File: src/rtl/write_request_queue_wm_if.sv
// Write-request queue bus: command router / scheduler side of the queue.
// master drives the request inputs (i_*) and observes the queue outputs (o_*).
// slave is the queue itself. clk and reset stay outside as plain ports.
interface write_request_queue_wm_if #(
  parameter int CMD_WIDTH  = 32,
  parameter int ADDR_WIDTH = 28,
  parameter int DEPTH_LOG2 = 4
);
  logic                  i_push;
  logic [CMD_WIDTH-1:0]  i_data;
  logic                  i_pop;
  logic                  i_raw_chk;
  logic [ADDR_WIDTH-1:0] i_raw_addr;
  logic                  i_force_flush;
  logic [CMD_WIDTH-1:0]  o_data;
  logic                  o_empty;
  logic                  o_full;
  logic [DEPTH_LOG2:0]   o_count;
  logic                  o_raw_hit;
  logic                  o_write_flush;

  modport master (
    output i_push, i_data, i_pop, i_raw_chk, i_raw_addr, i_force_flush,
    input  o_data, o_empty, o_full, o_count, o_raw_hit, o_write_flush
  );

  modport slave (
    input  i_push, i_data, i_pop, i_raw_chk, i_raw_addr, i_force_flush,
    output o_data, o_empty, o_full, o_count, o_raw_hit, o_write_flush
  );
endinterface

File: src/rtl/write_request_queue_wm.sv
// Write-request queue with watermark/RAW/forced drain control.
// Ports: i_clk, i_rst_n (sync, active-low), bus (slave modport): push/pop
// handshake, RAW check address, force flush in; head data, flags, count,
// RAW hit pulse and write-flush request out.
// Latency: a push into an empty queue is visible on o_data one cycle later;
// flags, count, raw hit and flush are all registered.
module write_request_queue_wm #(
  parameter int CMD_WIDTH  = 32,
  parameter int ADDR_LSB   = 2,
  parameter int ADDR_WIDTH = 28,
  parameter int DEPTH_LOG2 = 4,
  parameter int HIGH_WM    = 12,
  parameter int LOW_WM     = 4
) (
  input logic                    i_clk,
  input logic                    i_rst_n,
  write_request_queue_wm_if.slave bus
);

  localparam int DEPTH = 1 << DEPTH_LOG2;
  localparam int PW    = DEPTH_LOG2 + 1;

  typedef enum logic [1:0] {
    ST_IDLE,
    ST_DRAIN_WM,
    ST_DRAIN_RAW,
    ST_DRAIN_ALL
  } state_e;

  // Storage (not reset) and per-entry valid bits used by the RAW compare.
  logic [CMD_WIDTH-1:0] mem_q [DEPTH];
  logic [DEPTH-1:0]     vld_q, vld_d;

  // Pointers carry a wrap bit so full and empty are distinguishable.
  logic [PW-1:0] wr_ptr_q, wr_ptr_d;
  logic [PW-1:0] rd_ptr_q, rd_ptr_d;
  logic [PW-1:0] count_q, count_d;
  logic [PW-1:0] raw_tgt_q, raw_tgt_d;
  logic          empty_q, empty_d;
  logic          full_q, full_d;
  logic          raw_hit_q;
  logic          flush_q;
  state_e        state_q, state_d;

  logic                  push_acc;
  logic                  pop_acc;
  logic                  raw_match;
  logic [DEPTH_LOG2-1:0] wr_idx;
  logic [DEPTH_LOG2-1:0] rd_idx;

  assign wr_idx = wr_ptr_q[DEPTH_LOG2-1:0];
  assign rd_idx = rd_ptr_q[DEPTH_LOG2-1:0];

  // Acceptance uses the registered flags only: a pop does not make room for
  // a push in the same cycle, and a push does not make a pop legal.
  assign push_acc = bus.i_push && !full_q;
  assign pop_acc  = bus.i_pop  && !empty_q;

  always_comb begin
    wr_ptr_d = wr_ptr_q + PW'(push_acc);
    rd_ptr_d = rd_ptr_q + PW'(pop_acc);
    count_d  = count_q + PW'(push_acc) - PW'(pop_acc);
    empty_d  = (wr_ptr_d == rd_ptr_d);
    full_d   = (wr_ptr_d[PW-1] != rd_ptr_d[PW-1]) &&
               (wr_ptr_d[PW-2:0] == rd_ptr_d[PW-2:0]);

    // Clear before set; with push gated by full the two indices can only
    // coincide when the queue is empty, where the pop is already blocked.
    vld_d = vld_q;
    if (pop_acc)  vld_d[rd_idx] = 1'b0;
    if (push_acc) vld_d[wr_idx] = 1'b1;
  end

  // Associative RAW compare against the registered valid entries, so an
  // entry being popped this cycle still counts, plus the word being pushed.
  always_comb begin
    raw_match = 1'b0;
    if (bus.i_raw_chk) begin
      for (int i = 0; i < DEPTH; i++) begin
        if (vld_q[i] && (mem_q[i][ADDR_LSB +: ADDR_WIDTH] == bus.i_raw_addr))
          raw_match = 1'b1;
      end
      if (push_acc && (bus.i_data[ADDR_LSB +: ADDR_WIDTH] == bus.i_raw_addr))
        raw_match = 1'b1;
    end
  end

  // Drain target is the write pointer after this cycle's push: the RAW
  // drain is done once everything present at hit time has left the queue.
  assign raw_tgt_d = raw_match ? wr_ptr_d : raw_tgt_q;

  // Next-state logic, priority force > RAW > watermark in every state.
  always_comb begin
    state_d = state_q;
    unique case (state_q)
      ST_IDLE: begin
        if (bus.i_force_flush)             state_d = ST_DRAIN_ALL;
        else if (raw_match)                state_d = ST_DRAIN_RAW;
        else if (count_d >= PW'(HIGH_WM))  state_d = ST_DRAIN_WM;
      end
      ST_DRAIN_WM: begin
        if (bus.i_force_flush)             state_d = ST_DRAIN_ALL;
        else if (raw_match)                state_d = ST_DRAIN_RAW;
        else if (count_q <= PW'(LOW_WM))   state_d = ST_IDLE;
      end
      ST_DRAIN_RAW: begin
        if (bus.i_force_flush)             state_d = ST_DRAIN_ALL;
        else if (raw_match)                state_d = ST_DRAIN_RAW;
        else if (rd_ptr_q == raw_tgt_q)
          state_d = (count_d >= PW'(HIGH_WM)) ? ST_DRAIN_WM : ST_IDLE;
      end
      ST_DRAIN_ALL: begin
        if (empty_q && !bus.i_force_flush)
          state_d = (count_d >= PW'(HIGH_WM)) ? ST_DRAIN_WM : ST_IDLE;
      end
      default: state_d = ST_IDLE;
    endcase
  end

  always_ff @(posedge i_clk) begin
    if (push_acc) mem_q[wr_idx] <= bus.i_data;
  end

  always_ff @(posedge i_clk) begin
    if (!i_rst_n) begin
      wr_ptr_q  <= '0;
      rd_ptr_q  <= '0;
      count_q   <= '0;
      empty_q   <= 1'b1;
      full_q    <= 1'b0;
      vld_q     <= '0;
      raw_hit_q <= 1'b0;
      raw_tgt_q <= '0;
      flush_q   <= 1'b0;
      state_q   <= ST_IDLE;
    end else begin
      wr_ptr_q  <= wr_ptr_d;
      rd_ptr_q  <= rd_ptr_d;
      count_q   <= count_d;
      empty_q   <= empty_d;
      full_q    <= full_d;
      vld_q     <= vld_d;
      raw_hit_q <= raw_match;
      raw_tgt_q <= raw_tgt_d;
      // Registered alongside the state so it always equals state != IDLE.
      flush_q   <= (state_d != ST_IDLE);
      state_q   <= state_d;
    end
  end

  assign bus.o_data        = empty_q ? '0 : mem_q[rd_idx];
  assign bus.o_empty       = empty_q;
  assign bus.o_full        = full_q;
  assign bus.o_count       = count_q;
  assign bus.o_raw_hit     = raw_hit_q;
  assign bus.o_write_flush = flush_q;

endmodule

File: src/flat_wrapper.sv
// flat-port wrapper written by rule: the top's interface ports become plain ports
module write_request_queue_wm_flat 
#(
  parameter int CMD_WIDTH  = 32,
  parameter int ADDR_LSB   = 2,
  parameter int ADDR_WIDTH = 28,
  parameter int DEPTH_LOG2 = 4,
  parameter int HIGH_WM    = 12,
  parameter int LOW_WM     = 4
)
  (i_clk, i_rst_n, bus_i_push, bus_i_data, bus_i_pop, bus_i_raw_chk, bus_i_raw_addr, bus_i_force_flush, bus_o_data, bus_o_empty, bus_o_full, bus_o_count, bus_o_raw_hit, bus_o_write_flush);
  write_request_queue_wm_if #(.CMD_WIDTH(CMD_WIDTH), .ADDR_WIDTH(ADDR_WIDTH), .DEPTH_LOG2(DEPTH_LOG2)) bus_i ();
  input logic i_clk;
  input logic i_rst_n;
  input wire logic [$bits(bus_i.i_push)-1:0] bus_i_push;
  input wire logic [$bits(bus_i.i_data)-1:0] bus_i_data;
  input wire logic [$bits(bus_i.i_pop)-1:0] bus_i_pop;
  input wire logic [$bits(bus_i.i_raw_chk)-1:0] bus_i_raw_chk;
  input wire logic [$bits(bus_i.i_raw_addr)-1:0] bus_i_raw_addr;
  input wire logic [$bits(bus_i.i_force_flush)-1:0] bus_i_force_flush;
  output wire logic [$bits(bus_i.o_data)-1:0] bus_o_data;
  output wire logic [$bits(bus_i.o_empty)-1:0] bus_o_empty;
  output wire logic [$bits(bus_i.o_full)-1:0] bus_o_full;
  output wire logic [$bits(bus_i.o_count)-1:0] bus_o_count;
  output wire logic [$bits(bus_i.o_raw_hit)-1:0] bus_o_raw_hit;
  output wire logic [$bits(bus_i.o_write_flush)-1:0] bus_o_write_flush;
  assign bus_i.i_push = bus_i_push;
  assign bus_i.i_data = bus_i_data;
  assign bus_i.i_pop = bus_i_pop;
  assign bus_i.i_raw_chk = bus_i_raw_chk;
  assign bus_i.i_raw_addr = bus_i_raw_addr;
  assign bus_i.i_force_flush = bus_i_force_flush;
  assign bus_o_data = bus_i.o_data;
  assign bus_o_empty = bus_i.o_empty;
  assign bus_o_full = bus_i.o_full;
  assign bus_o_count = bus_i.o_count;
  assign bus_o_raw_hit = bus_i.o_raw_hit;
  assign bus_o_write_flush = bus_i.o_write_flush;
  write_request_queue_wm #(.CMD_WIDTH(CMD_WIDTH), .ADDR_LSB(ADDR_LSB), .ADDR_WIDTH(ADDR_WIDTH), .DEPTH_LOG2(DEPTH_LOG2), .HIGH_WM(HIGH_WM), .LOW_WM(LOW_WM)) u_core (.i_clk(i_clk), .i_rst_n(i_rst_n), .bus(bus_i));
endmodule
File: config.mk
export PLATFORM = sky130hd
export DESIGN_NAME = write_request_queue_wm_flat
export DESIGN_NICKNAME = d
export VERILOG_FILES = /design/src/rtl/write_request_queue_wm_if.sv /design/src/rtl/write_request_queue_wm.sv /design/src/flat_wrapper.sv
export SDC_FILE = /design/constraint.sdc
export NUM_CORES = 1
export LEC_CHECK = 0
export CAP_MARGIN = 20
export CORE_MARGIN = 2
export CORE_UTILIZATION = 50
export CTS_BUF_LIST = sky130_fd_sc_hd__clkbuf_8
export DETAILED_ROUTE_END_ITERATION = 6
export GPL_TIMING_DRIVEN = 0
export PLACE_DENSITY = 0.64
export REMOVE_ABC_BUFFERS = 1
export SLEW_MARGIN = 10
export SYNTH_ARGS = -nofsm -noshare
export SYNTH_HDL_FRONTEND = slang
export SYNTH_SLANG_ARGS = --single-unit
File: constraint.sdc
create_clock -name i_clk -period 9.8 [get_ports i_clk]
set_clock_uncertainty 0.15 [all_clocks]
set_input_delay 1.96 -clock i_clk [delete_from_list [all_inputs] [get_ports i_clk]]
set_output_delay 1.96 -clock i_clk [all_outputs]
set_load 0.05 [all_outputs]
==> flow_summary.toml, run 1 <==
[status]
outcome = "completed"

[global_routing]
gr-usage-all-layers = 0.3934
largest_net_degree_at_the_start_of_global_routing = 46
grt_pass1_wl_microns = 156300
grt_antenna_before_repair = 8
overflow = 0
vias_in_the_first_global_route = 18777

[critical_path]
worst-r2r-setup-slack_ns = 5.95
crit_fanout = 34
cp-end-kind = "primary output"
setup.worst_path.class = "register to primary output"
worst-endpoint-required_ns = 7.69
worstSetupStartpointType = "register"
cp.arrival_ns = 4.01

[clock_network]
clk_latency_ns = 0.74
postCtsSetupBuffers = 0
cts_hold_buffers_added = 0
number_of_buffers_created_by_cts = 96
clock_sink_count = 554
cts.repair.resized = 0
cts_tree = "done"
h-tree-depth = 3
clkTransAtPathRegs_ns = 0.07
clock_tree.buffer_depth = 3
master_cell_of_the_clock_root_buffer = "sky130_fd_sc_hd__clkbuf_8"

[floorplan]
io-pin-count = 107
die-area_sq_mm = 0.05906
floorplan.initialDensity = 0.5066
floorplan.core_area_sq_mm = 0.05639
die_h_microns = 243.0
die_width_microns = 243.0
rows = 87

[timing]
worst_slew_margin_rel = 0.1679
drv_slew = 0
grt_setup_unrepaired = "false"
timing.final.crit_period_ns = 6.122
final.period_utilization = 0.6246
max_clock_freq_mhz = 163.4
final_hold_viol_count = 0
timing.final.setup_violations = 0
worst_pin_slew_ns = 1.237

[synth]
ys_ff_latch = 554
synthesized_netlist_cell_count = 1899
fraction_of_post_synthesis_cell_area_in_the_top_cell_type_by_area = 0.5382
synth.cell_area_sq_mm = 0.02857
synth.lib_cells_used.distinct = 57
synth.area.top_cells = "sky130_fd_sc_hd__edfxtp_1 (54%), sky130_fd_sc_hd__xnor2_1 (15%), sky130_fd_sc_hd__mux4_2 (13%)"
ys_async_sr_fraction = 0
synth_largest_area_cell = "sky130_fd_sc_hd__edfxtp_1"
ys_warn_count = 0
edff_count_synth = 512
part_of_the_yosys_area_used_for_sequential_elements = 0.5676
dominantRegCellSynth = "sky130_fd_sc_hd__edfxtp_1"
synthesized_area_per_cell_sq_um = 15.04

[route]
drt_iter0_markers = 2788
drt_pass_1_iters = 5
ant_nets = 0
vias_per_cell = 6.743
routed-via-count = 19358
routedWlPerCell_microns = 40.33
drcViolationCount = 0
route.final.wire_length_microns = 115800

[power]
cellLeakagePower_nw = 9.425
switch_pwr_mw = 1.795
sequentialPowerShare = 0.459
cellInternalPower_mw = 4.045
power_density_mw_per_mm2 = 180.9
clockPowerShare = 0.341
worst_ir_drop_vdd_v = 0.0001597
combinational_fraction_of_design_power = 0.200
fraction_of_power_spent_switching_nets = 0.3074

[job]
max-cap-violations = 0

[place]
hpwl_microns = 89240
io_buffer_count = 106
place_area_sq_mm = 0.03041
dpl.cell_count = 2690
gp_congestion = 1.053

[layout]
fin_util = 0.5726
fin_cells = 2871
layout.nets = 2118
areaGrowthSynthToFinish_pct = 13.03
final_design_area_no_fill_sq_mm = 0.03229
num-fill-cells = 4551
post_route_cells_drive_above_1_share = 0.1684

[worst_hold_path]
min_path_type = "register to register"
-- flip-flops by register name, summed over array words and instances, names as in the netlist --
name and count:
u_core.state_q 2, u_core.bus.o_write_flush 1, u_core.wr_ptr_q 5, u_core.vld_q 16, u_core.bus.o_count 5, u_core.rd_ptr_q 5, u_core.bus.o_empty 1, u_core.bus.o_full 1
u_core.raw_tgt_q 5, u_core.mem_q 512, u_core.bus.o_raw_hit 1
-- through the flow --
step | hold WS (ns) | setup TNS (ns) | setup slack [ns] | power, mW
global route | 0.3681 | 0 | 3.518 | 6.007
CTS | 0.3282 | 0 | 3.622 | 5.835
floorplan | 0.2965 | 0 | 0.6744 | 3.400
finish | 0.3308 | 0 | 3.678 | 5.840
global placement | 0.3100 | -90.33 | -2.950 | 3.906
detailed placement | 0.3165 | 0 | 3.615 | 3.873
-- worst max-delay path, stage by stage (launching register included) --
cell,delay (ns)
sky130_fd_sc_hd__dfxtp_4,0.58
sky130_fd_sc_hd__buf_16,0.30
sky130_fd_sc_hd__buf_16,0.28
sky130_fd_sc_hd__mux4_2,0.65
sky130_fd_sc_hd__mux4_2,0.52
sky130_fd_sc_hd__nor2b_1,0.16
sky130_fd_sc_hd__clkdlybuf4s50_1,0.73
-- path summary, 6_finish.rpt --
| kind | startpoint | to | cells past startpoint |
|---|---|---|---|
| worst max-delay path | u_core.rd_ptr_q[0] | bus_o_data[3] | 6 |
| worst min-delay path | u_core.raw_tgt_q[2] | u_core.raw_tgt_q[2] | 2 |
| worst max register to register | u_core.bus.o_empty | u_core.bus.o_write_flush | 13 |
| worst min register to register | u_core.raw_tgt_q[2] | u_core.raw_tgt_q[2] | 2 |
-- per-layer routing --
metal | track usage | routed length (microns)
met2 | 0.5850 | 51510
met1 | 0.5208 | 44250
met3 | 0.09487 | 11380
met5 | 0 | 30
met4 | 0.2494 | 8613
-- power groups by stage --
stage                     Sequential, mW  Combinational (mW)  Clock, mW
after floorplan                     2.80               0.604          0
after CTS                           2.68                1.15       2.01
after detailed placement            2.73                1.14          0
after global placement              2.81                1.10          0
after global routing                2.69                1.21       2.11
final                               2.68                1.17       1.99
-- layout by cell type (no fill, tap or decap), types with 18 or more instances in the layout --
cell / netlist / final
sky130_fd_sc_hd__edfxtp_1: 512 / 512
sky130_fd_sc_hd__nand4_1: 201 / 201
sky130_fd_sc_hd__mux4_2: 160 / 160
sky130_fd_sc_hd__nor4_1: 67 / 67
sky130_fd_sc_hd__nand2_1: 54 / 54
sky130_fd_sc_hd__xor2_1: 18 / 18
sky130_fd_sc_hd__nor2b_1: 36 / 36
sky130_fd_sc_hd__inv_1: 24 / 41
sky130_fd_sc_hd__xnor2_1: 477 / 477
sky130_fd_sc_hd__nand3_1: 48 / 48
sky130_fd_sc_hd__o21ai_0: 18 / 18
sky130_fd_sc_hd__clkdlybuf4s50_1: 0 / 97
sky130_fd_sc_hd__clkbuf_8: 0 / 96
sky130_fd_sc_hd__dfxtp_1: 42 / 37
sky130_fd_sc_hd__clkinv_1: 0 / 28
-- cell families after synthesis --
family | count (synthesis) | synth area share
adder cells (fa/ha/maj) | 12 | 0.005519
AO/OA/AOI/OAI | 82 | 0.01967
multiplexers | 160 | 0.1261
buffers and inverters | 130 | 0.03408
flip-flops | 554 | 0.5676
XOR/XNOR | 495 | 0.1518
AND/OR/NAND/NOR | 466 | 0.09518
-- Yosys cell counts (all sizes together) (3+ instances only) --
master  instances
or4             3
xnor2         477
nor4b           3
nor4           67
and2            9
xor2           18
and3            5
a21oi          16
ha             11
edfxtp        512
nand2b          6
clkbuf         24
dfxtp          42
o21ai          19
nand3b          3
mux4          160
nor2           19
inv            24
nor2b          36
buf            82
o21a           11
nand4         202
nand2          54
nand3          48
a22oi          18
-- layout make-up --
type,instances,area (sq um),share of cell area
timing repair buffer,149,1872,0.05797
inverter,24,90.09,0.002790
clock buffer,96,1321,0.04092
clock inverter,76,419.2,0.01298
multi-input combinational,1215,11400,0.3532
sequential,554,16230,0.5027
antenna,1,2.502,0.00007750
tap,756,945.9,0.02930
Power figures use the tool's default switching activity.
==> run 2, diff against run 1 <==
PLACE_DENSITY = 0.67   (was 0.64)
clock period = 5.55 ns   (was 9.8 ns; I/O delays follow)
==> run 2 against run 1 <==
  * Die area unchanged
  * Cell count stayed put
  * Register-to-register slack got worse by 4.1 ns
  * Clock power up 79%
  * Sequential power increased by 76%
  * Count of clock-buffer cells in the layout increased by 4
  * Worst hold slack improved by 0.0099 ns
  * Total power rose by 77%
  * First-iteration DRC count is 16% higher
  * Critical path depth increased by 1
  * Non-clock buffer count increased by 4
  * Highest routed layer unchanged
==> flow_summary.toml, run 2 (same netlist as run 1, synthesis figures left out) <==
[layout]
layout.nets = 2121
fin_util = 0.5728
layout_common_cells = "sky130_fd_sc_hd__edfxtp_1 (512), sky130_fd_sc_hd__xnor2_1 (477), sky130_fd_sc_hd__nand4_1 (201)"
areaGrowthSynthToFinish_pct = 13.07
num-fill-cells = 4583
post_route_cells_drive_above_1_share = 0.1761
reg_top3 = "u_core.mem_q: 512 flops, u_core.vld_q: 16 flops"
number_of_flip_flops_under_the_largest_register_name = 512
registers.top_by_ff_count = "u_core.mem_q"
layout_commonest_cell = "sky130_fd_sc_hd__edfxtp_1"

[clock_network]
clk_latency_ns = 0.73
master_cell_of_the_clock_root_buffer = "sky130_fd_sc_hd__clkbuf_8"
clock_sink_count = 554
cts_hold_buffers_added = 0
h-tree-depth = 3
clock_tree.buffer_depth = 3
number_of_buffers_created_by_cts = 95
clkTransAtPathRegs_ns = 0.06
cts_tree = "done"

[timing]
drv_slew = 0
final.period_utilization = 0.9815
worst_pin_slew_ns = 1.265
grt_setup_unrepaired = "false"
timing.final.setup_violations = 0
max_clock_freq_mhz = 183.6
worst_slew_margin_rel = 0.1542
final_hold_viol_count = 0
finalHoldWorstSlack_ns = 0.3407
timing.final.crit_period_ns = 5.448

[power]
combinational_fraction_of_design_power = 0.199
worst_ir_drop_vdd_v = 0.0002917
cellLeakagePower_nw = 9.538
sequentialPowerShare = 0.456
clockPowerShare = 0.344
cellInternalPower_mw = 7.206
fraction_of_power_spent_switching_nets = 0.3048
power_density_mw_per_mm2 = 320.9
switch_pwr_mw = 3.159

[critical_path]
worstSetupStartpointType = "register"
worst-r2r-setup-slack_ns = 1.87
worst-endpoint-required_ns = 4.29
cp-end-kind = "primary output"
setup.worst_path.class = "register to primary output"
cp.arrival_ns = 4.19
crit_fanout = 40

[place]
gp_congestion = 1.008
hpwl_microns = 90000
io_buffer_count = 106

[route]
drt_pass_1_iters = 5
drcViolationCount = 0
ant_nets = 0
drt_iter0_markers = 3228
vias_per_cell = 6.861
route.final.wire_length_microns = 119300
routedWlPerCell_microns = 41.54
routed-via-count = 19697

[worst_hold_path]
min_path_type = "register to register"

[floorplan]
die-area_sq_mm = 0.05906
die_h_microns = 243.0
rows = 87
floorplan.initialDensity = 0.5066
die_width_microns = 243.0
io-pin-count = 107
floorplan.core_area_sq_mm = 0.05639

[global_routing]
grt_antenna_before_repair = 10
overflow = 0
gr-usage-all-layers = 0.4034
vias_in_the_first_global_route = 19050
largest_net_degree_at_the_start_of_global_routing = 43
grt_pass1_wl_microns = 160300

[status]
outcome = "completed"

[job]
max-cap-violations = 0
-- run 2: cell count changes in the layout (fill, tap and decap cells not counted), moves of 2 or more --
cell and delta:
sky130_fd_sc_hd__inv_1 -3, sky130_fd_sc_hd__nor4_1 -3, sky130_fd_sc_hd__buf_2 +9, sky130_fd_sc_hd__clkdlybuf4s50_1 -30, sky130_fd_sc_hd__dlygate4sd2_1 +23, sky130_fd_sc_hd__inv_12 -2
sky130_fd_sc_hd__clkbuf_8 +4, sky130_fd_sc_hd__clkinv_1 -4, sky130_fd_sc_hd__nor4_2 +3
-- run 2: stage by stage --
| stage | area [sq um] | power (mW) | worst slack, ns | std cells | TNS, ns |
|---|---|---|---|---|---|
| 2_1_floorplan | 27680 | 6.004 | -2.726 | 1793 | -109.16 |
| 3_3_place_gp | 29690 | 6.903 | -6.418 | 2655 | -365.49 |
| 3_5_place_dp | 30470 | 6.853 | -0.1913 | 2695 | -0.7127 |
| 4_1_cts | 32190 | 10.32 | 0.05029 | 2862 | 0 |
| 5_1_grt | 32300 | 10.62 | 0.004238 | 2870 | 0 |
| 6_report | 32300 | 10.36 | 0.1025 | 2871 | 0 |
-- run 2: area by class of cell --
class	count	area, sq um	share of cell area
multi-input cells	1215	11420	0.3537
inverters	24	90.09	0.002789
clock inverters	67	376.6	0.01166
well taps	756	945.9	0.02929
flip-flops and latches	554	16230	0.5025
repair buffers	153	1851	0.05729
diodes	2	5.005	0.0001549
clock buffers	100	1376	0.04261
-- run 2: worst max-delay path, cell delays in order (launching register included) --
cell	delay, ns
sky130_fd_sc_hd__dfxtp_4	0.37
sky130_fd_sc_hd__buf_16	0.27
sky130_fd_sc_hd__buf_16	0.28
sky130_fd_sc_hd__buf_16	0.33
sky130_fd_sc_hd__mux4_2	0.72
sky130_fd_sc_hd__mux4_2	0.51
sky130_fd_sc_hd__nor2b_1	0.16
sky130_fd_sc_hd__clkdlybuf4s50_1	0.73
-- run 2: power groups by stage --
stage	clock network [mW]	registers, mW	logic, mW
5_1_grt	3.76	4.73	2.13
3_5_place_dp	0	4.81	2.04
4_1_cts	3.58	4.73	2.02
3_3_place_gp	0	4.96	1.94
6_report	3.57	4.73	2.07
2_1_floorplan	0	4.94	1.07
-- run 2: path summary, 6_finish.rpt --
kind                             from                        to  cells past startpoint
hold reg to reg   u_core.raw_tgt_q[2]       u_core.raw_tgt_q[2]                      2
setup reg to reg   u_core.bus.o_empty  u_core.bus.o_write_flush                     12
hold / removal    u_core.raw_tgt_q[2]       u_core.raw_tgt_q[2]                      2
setup / recovery   u_core.rd_ptr_q[0]            bus_o_data[23]                      7
-- run 2: timing repair --
item | CTS | global route
endpoints found under the setup margin | 23 | 3
gates cloned | 0 | 1
gates resized for setup | 23 | 0
endpoints found under the hold margin | 0 | 0
setup buffers | 0 | 0
-- run 2: routing by layer --
layer / routed length [microns] / vias to the layer above / GRT usage
met5: 56 / - / 0
met2: 52970 / 1340 / 0.6057
li1: - / 7720 / -
met3: 13210 / 302 / 0.1011
met1: 45120 / 10327 / 0.5368
met4: 7902 / 8 / 0.2304
